**config.mk**
```make
export PLATFORM = sky130hd
export DESIGN_NAME = puneh_mem_arbiter
export DESIGN_NICKNAME = d
export VERILOG_FILES = /design/src/rtl/puneh_mem_arbiter.sv
export SDC_FILE = /design/constraint.sdc
export NUM_CORES = 1
export LEC_CHECK = 0
export ABC_AREA = 1
export CAP_MARGIN = 15
export CELL_PAD_IN_SITES_DETAIL_PLACEMENT = 1
export CELL_PAD_IN_SITES_GLOBAL_PLACEMENT = 2
export CORE_AREA = 2 2 136 138
export DETAILED_ROUTE_END_ITERATION = 7
export DIE_AREA = 0 0 138 140
export PLACE_DENSITY = 0.78
export SLEW_MARGIN = 20
export SYNTH_ARGS = -nofsm -noshare
export SYNTH_HDL_FRONTEND = slang
export SYNTH_SLANG_ARGS = --single-unit
export TNS_END_PERCENT = 50
```
**constraint.sdc**
```tcl
create_clock -name clk -period 2.15 [get_ports clk]
set_input_delay 0.43 -clock clk [delete_from_list [all_inputs] [get_ports clk]]
set_output_delay 0.43 -clock clk [all_outputs]
set_load 0.01 [all_outputs]
```
**src/rtl/puneh_mem_arbiter.sv**
```systemverilog
// puneh_mem_arbiter
//   Arbitrates the single-ported PUNEH main memory between the CPU controller
//   datapath (port C) and the DMA/program loader (port D). The winning request
//   is latched, driven to memory for MEM_LAT ACCESS cycles, and completed with a
//   one-cycle ack on the winning port. Inputs are only sampled in IDLE.
//
//   Parameters: AW address width, DW data width, MEM_LAT read latency (1..15),
//               CPU_PRIO 0 = round-robin, 1 = fixed priority to C.
//   Ports:
//     clk, rst                  clock (rising edge), async active-high reset
//     i_c_req/we/addr/wdata     CPU request, held until o_c_ack
//     o_c_ack, o_c_rdata        CPU completion pulse / read data (held)
//     i_d_*, o_d_*              same for the DMA port
//     o_mem_en/we/addr/wdata    memory control (addr/wdata registered)
//     i_mem_rdata               memory read data
//     o_busy, o_grant_id        state != IDLE, current winner (0 = C, 1 = D)

// Per-port completion logic: read-data register and ack gating.
module puneh_mem_arbiter_port #(
  parameter int DW = 16
) (
  input  logic          clk,
  input  logic          rst,
  input  logic          i_sel,       // this port owns the current transaction
  input  logic          i_ack_st,    // FSM is in ACK
  input  logic          i_cap,       // last ACCESS cycle of a read
  input  logic [DW-1:0] i_mem_rdata,
  output logic          o_ack,
  output logic [DW-1:0] o_rdata
);
  logic [DW-1:0] r_rdata;

  always_ff @(posedge clk or posedge rst) begin
    if (rst)                r_rdata <= '0;
    else if (i_sel && i_cap) r_rdata <= i_mem_rdata;
  end

  assign o_ack   = i_sel & i_ack_st;
  assign o_rdata = r_rdata;
endmodule

module puneh_mem_arbiter #(
  parameter int AW       = 16,
  parameter int DW       = 16,
  parameter int MEM_LAT  = 2,
  parameter int CPU_PRIO = 0
) (
  input  logic          clk,
  input  logic          rst,
  input  logic          i_c_req,
  input  logic          i_c_we,
  input  logic [AW-1:0] i_c_addr,
  input  logic [DW-1:0] i_c_wdata,
  output logic          o_c_ack,
  output logic [DW-1:0] o_c_rdata,
  input  logic          i_d_req,
  input  logic          i_d_we,
  input  logic [AW-1:0] i_d_addr,
  input  logic [DW-1:0] i_d_wdata,
  output logic          o_d_ack,
  output logic [DW-1:0] o_d_rdata,
  output logic          o_mem_en,
  output logic          o_mem_we,
  output logic [AW-1:0] o_mem_addr,
  output logic [DW-1:0] o_mem_wdata,
  input  logic [DW-1:0] i_mem_rdata,
  output logic          o_busy,
  output logic          o_grant_id
);
  localparam int         NP       = 2;
  localparam logic [3:0] LAST_CNT = 4'(MEM_LAT - 1);

  typedef struct packed {
    logic          we;
    logic [AW-1:0] addr;
    logic [DW-1:0] wdata;
  } req_t;

  typedef enum logic [1:0] {S_IDLE, S_ACCESS, S_ACK} state_t;

  state_t                 r_state, w_nxt;
  req_t                   r_txn;
  logic [3:0]             r_cnt;
  logic                   r_gnt;
  logic                   r_last;   // port granted most recently
  logic [NP-1:0]          w_req;
  req_t [NP-1:0]          w_rq;
  logic                   w_win;
  logic                   w_start;
  logic                   w_cap;
  logic                   w_ack_st;
  logic [NP-1:0]          w_ack;
  logic [NP-1:0][DW-1:0]  w_rdata;

  assign w_req   = {i_d_req, i_c_req};
  assign w_rq[0] = {i_c_we, i_c_addr, i_c_wdata};
  assign w_rq[1] = {i_d_we, i_d_addr, i_d_wdata};

  // Winner: a lone requester wins; on a tie C wins under fixed priority,
  // otherwise the port that did not win last time.
  always_comb begin
    w_win = 1'b0;
    if (!w_req[0])                       w_win = 1'b1;
    else if (w_req[1] && CPU_PRIO == 0)  w_win = ~r_last;
  end

  always_ff @(posedge clk or posedge rst) begin
    if (rst) r_state <= S_IDLE;
    else     r_state <= w_nxt;
  end

  always_comb begin
    w_nxt    = r_state;
    w_start  = 1'b0;
    w_cap    = 1'b0;
    o_mem_en = 1'b0;
    o_mem_we = 1'b0;
    case (r_state)
      S_IDLE: begin
        if (|w_req) begin
          w_start = 1'b1;
          w_nxt   = S_ACCESS;
        end
      end
      S_ACCESS: begin
        o_mem_en = 1'b1;
        // write strobe only on the first ACCESS cycle
        o_mem_we = r_txn.we && (r_cnt == 4'd0);
        if (r_cnt == LAST_CNT) begin
          w_cap = 1'b1;
          w_nxt = S_ACK;
        end
      end
      S_ACK:   w_nxt = S_IDLE;
      default: w_nxt = S_IDLE;
    endcase
  end

  always_ff @(posedge clk or posedge rst) begin
    if (rst) begin
      r_txn  <= '0;
      r_cnt  <= 4'd0;
      r_gnt  <= 1'b0;
      r_last <= 1'b1;   // D, so C wins the first tie
    end else begin
      if (w_start) begin
        r_txn <= w_rq[w_win];
        r_gnt <= w_win;
        r_cnt <= 4'd0;
      end else if (r_state == S_ACCESS) begin
        r_cnt <= r_cnt + 4'd1;
      end
      if (r_state == S_ACK) r_last <= r_gnt;
    end
  end

  assign w_ack_st = (r_state == S_ACK);

  for (genvar p = 0; p < NP; p++) begin : g_port
    puneh_mem_arbiter_port #(.DW(DW)) u_port (
      .clk        (clk),
      .rst        (rst),
      .i_sel      (r_gnt == 1'(p)),
      .i_ack_st   (w_ack_st),
      .i_cap      (w_cap & ~r_txn.we),
      .i_mem_rdata(i_mem_rdata),
      .o_ack      (w_ack[p]),
      .o_rdata    (w_rdata[p])
    );
  end

  assign o_c_ack     = w_ack[0];
  assign o_d_ack     = w_ack[1];
  assign o_c_rdata   = w_rdata[0];
  assign o_d_rdata   = w_rdata[1];
  assign o_mem_addr  = r_txn.addr;
  assign o_mem_wdata = r_txn.wdata;
  assign o_busy      = (r_state != S_IDLE);
  assign o_grant_id  = r_gnt;
endmodule

```
[Word-level counts from Yosys, hierarchy flattened]
Cells that the tools add are included.
Operators by class
  magnitude comparators: 1
  $add $sub $neg: 1
  muxes and demuxes: 15
  bitwise operators: 6
  reduce and logical (&&, ||, !) cells: 9
  equality and inequality tests: 5
Operator list (count)
  two-way mux 33 bit: 2
  two-way mux 1 bit: 8
  two-way mux 4 bit: 2
  adder 4 x 1 -> 4 bit (second input constant): 1
  equality test 4 x 1 -> 1 bit (second input constant): 1
  zero test 4 bit: 1
  two-way mux 2 bit: 2
  inequality test 2 bit (second input constant): 2
  one-hot mux 2 bit (2 select lines): 1
  nonzero test 2 bit: 2
  AND 1 bit: 3
  logical AND 1 bit: 3
  NOT 1 bit: 3
  equality test 2 x 1 -> 1 bit (second input constant): 1
  equality test 2 bit (second input constant): 1
  zero test 2 bit: 1
  < comparator 1 x 2 -> 1 bit (second input constant): 1
  AND reduction 2 bit: 1
  OR reduction 2 bit: 1
Storage, ports and cells
  output and inout bits: 70
  register bits after elaboration: 73

[Depth between registers and ports, before layout]
  depth in word-level cells: 5
  mapped depth: 8
  mapped depth without buffers: 7

[By module]
Synthesis repeated with hierarchy kept, for this count alone.
Unflattened totals
  cells, all modules: 519
  area, all modules: 3978.8 sq um
Modules (own cells, without submodules)
  puneh_mem_arbiter: seq. area each 1027.2 sq um, cells an instance 373, instances 1, area each 2582.5 sq um
  puneh_mem_arbiter_port: seq. area each 400.4 sq um, cells an instance 73, instances 2, area each 698.2 sq um

[Least setup slack after synthesis]
No wires, ideal clock.
  kind: register to output
  from: reg r_gnt, in the netlist o_grant_id
  to: out o_d_ack
  data required time: 1.720 ns
  data arrival time: 1.057 ns
  stages on the path, launching flop included: 5
  slack: 0.663 ns
  buffers on the path: 2
  cell sequence: dfrtp_1 buf_2 inv_2 buf_2 nor2_1
Between the ends
  word-level cells in the longest chain between the ends: 1
RTL lines
  start, declared: line 84  | logic r_gnt;
  start signal, assigned: line 148  | r_gnt <= w_win;
  AND 1 bit: line 38  | assign o_ack = i_sel & i_ack_st;
  end, declared: line 60  | output logic o_d_ack,
No other way between the ends.

[Final worst setup path]
  from: reg r_state[1]
  to: out o_mem_en
Between the ends
  word-level cells in the longest chain between the ends: 2
RTL lines
  start, declared: line 81  | state_t r_state, w_nxt;
  start signal, assigned: line 109  | else r_state <= w_nxt;
  equality test 2 x 1 -> 1 bit: line 118  | case (r_state)
  two-way mux 1 bit: line 118
  end, declared: line 62  | output logic o_mem_en,
No other way between the ends.

==> key figures <==
Routing
  • Routed WL per cell: 13.8 um
  • TritonRoute pass-1 iters: 4
  • Via-per-instance ratio: roughly 4.2
  • Routed WL: ~11 mm
  • Via count: between 3,000 and 4,000
  • DRC Markers: 0
  • DRT iter0 DRCs: between 90 and 100
  • Antenna-violating nets left: 0

Pwr
  • Pwr dens: about 1400 nW/um^2
  • Leakage: roughly 2.7 nW
  • PnR Total Power: between 0.008 and 0.009 W
  • VDD IR-drop max: between 0.5 and 0.6 mV

STA
  • Max Fclk: approximately 490 MHz
  • RSZ-0062 raised after global routing: false
  • Tmin final: 2.04 ns
  • Relative slew slack: 0.712
  • Min Hold Slack: about 0.45 ns
  • Final period utilization: 0.950
  • Final Max Tran Viols: 0
  • Final hold violation count: 0
  • Final setup viols: 0
  • Actual slew at the worst max-slew pin: between 0.4 and 0.5 ns
  • Total negative slack: 0 ns
  • Skew final: around 0.0076 ns

Final layout
  • ANT cells: 0
  • Final nets: 682
  • Area Overhead vs Synth: 52.2%
  • Post-route cell area: between 5000 and 6000 sq um
  • Share of layout cells above drive strength 1: 0.0686

Logic synthesis
  • Seq/Total Area, Yosys: 0.493
  • Synth Warn #: 0
  • Area contributors post-synth: dfrtp_1, nand2_1, buf_4
  • Top-count cell post-synth: nand2_1
  • Top FF cell, synth: dfrtp_1
  • Synth top cells by count: nand2_1, dfrtp_1, inv_1
  • Fraction of registers with async set/reset: 1.00
  • Synth cell types: 22
  • Syn Area/Cell: 7.84 sq um
  • Yosys top cell by area: dfrtp_1
  • Synth Instances: between 400 and 500
  • Register bit count reported by yosys: 73
  • Syn nets: 562
  • Number of synthesized flops with an enable pin: 0
  • Post-synth top area share: 0.486
  • Mapped cell area: around 3700 sq um

Global routing
  • Global-route wire length before repair: 18.7 mm
  • Initial antenna violation count: 0
  • Vias in the first global route: roughly 3,600
  • Total GRT Usage: 0.120
  • Total gr overflow: 0
  • Largest net degree at the start of global routing: 68

Worst setup path
  • Setup crit end kind: output port
  • Setup Crit Path Kind: flop to output port
  • Critical Path AT: around 1.6 ns
  • Critical path required time: about 1.7 ns
  • Crit start category: flop
  • CP Max Fanout: 7

Floorplan
  • Die span in y: 140 um
  • Row cnt: roughly 50
  • I/O pin count: between 150 and 200
  • Die area: slightly below 20,000 sq um
  • Die width: 138 um
  • Core region area: between 15,000 and 20,000 sq um
  • Initial core utilization: 0.209

Placed design
  • Final RePlAce weighted congestion: roughly 0.73
  • Post-DP Area: roughly 5300 sq um
  • DP Wirelength: 8.51 mm
  • Port-buffer cells: 155

Clock network
  • Postcts setup bufs: 0
  • CTS root buffer: clkbuf_16
  • TritonCTS Sinks: 73
  • Max clock buf depth: 2
  • Clk slew on worst S/H paths: 0.06 ns
  • TritonCTS buffer count: 9
  • Skew-Pair Late Insertion Delay: about 0.34 ns
  • H-tree levels: 3
  • CTS tree: done

Flow run
  • Max cap viols: 0

Run status
  • Status: finished, final reports clean

Hold path
  • Min-Delay Path Class: primary input to asynchronous set/reset pin
layer usage:
layer | track usage | vias up | routed length (um)
li1 | - | 1687 | -
met1 | 0.155 | 1664 | 5300
met2 | 0.195 | 119 | 5330
met3 | 0.0328 | 12 | 630
met4 | 0.0424 | 0 | 172
met5 | 0 | - | 0
layout make-up:
| class | instances | area (sq um) |
|---|---|---|
| fillers | 2074 | 12100 |
| multi-input cells | 299 | 1350 |
| flip-flops and latches | 73 | 1830 |
| repair buffers | 166 | 1680 |
| inverters | 44 | 169 |
| well taps | 229 | 287 |
| clock inverters | 5 | 77.6 |
| clock buffers | 11 | 253 |
placed cells by master, fill, tap and decap left out, types with 3 or more instances in the layout:
master and count:
buf_12 4, buf_4 7, nand3_1 3, clkbuf_16 9, nand4_1 32, dlygate4sd2_1 3
ha_1 3, inv_2 3, o21ai_1 21, o21ai_0 15, nor2_1 39, clkdlybuf4s50_1 152
nand2_1 175, dfrtp_1 72, inv_1 39, nand2_2 3
cell families after synthesis:
kind of cell | after synthesis | synth area share
simple gates | 257 | 0.297
fa+ha+maj | 3 | 0.0101
flops | 73 | 0.493
compound gates | 39 | 0.0527
buf+inv | 101 | 0.147
power breakdown:
part | internal [W] | total [W] | switching (W) | leakage [nW]
Clock | 0.00107 | 0.00166 | 0.000583 | 0.162
Sequential | 0.00209 | 0.00251 | 0.000423 | 0.882
Combinational | 0.00187 | 0.00388 | 0.00201 | 1.62
Total | 0.00503 | 0.00804 | 0.00302 | 2.66
worst paths after layout:
kind                                              from  cells after the start                      endpoint  slack [ns]
setup / recovery                            r_state[1]                      4                      o_mem_en        0.11
hold / removal                                     rst                      2  g_port[0].u_port.o_rdata[11]        0.45
setup reg to reg                              r_cnt[1]                      7   g_port[0].u_port.o_rdata[1]        0.56
hold reg to reg            g_port[1].u_port.o_rdata[0]                      2   g_port[1].u_port.o_rdata[0]        0.47
max in group asynchronous                          rst                      3                o_mem_wdata[5]        1.03
min in group clk           g_port[1].u_port.o_rdata[0]                      2   g_port[1].u_port.o_rdata[0]        0.47
through the flow:
stage                     utilization  worst slack, ns  instances
after floorplan                     -            0.663        473
after global placement          0.299            0.298        811
after detailed placement        0.299            0.289        811
after CTS                       0.317           0.0811        827
after global routing            0.317           0.0220        827
final                           0.317            0.108        827
repair_timing:
item                       4_1_cts  5_1_grt
resized for setup                5        0
setup endpoints to repair        4        0
hold buffers                     0        0
critical path, cell delays in order (launching register included):
cell	delay [ns]
dfrtp_1	0.37
inv_1	0.08
nand2_2	0.12
inv_2	0.15
clkdlybuf4s50_1	0.56
state kept, by name, summed over array words and instances, names as in the netlist:
| register | flops |
|---|---|
| r_last | 1 |
| o_grant_id | 1 |
| o_mem_wdata | 16 |
| r_cnt | 4 |
| r_txn | 1 |
| g_port.u_port.o_rdata | 32 |
| r_state | 2 |
| o_mem_addr | 16 |
(Power assumes the default switching activity.)
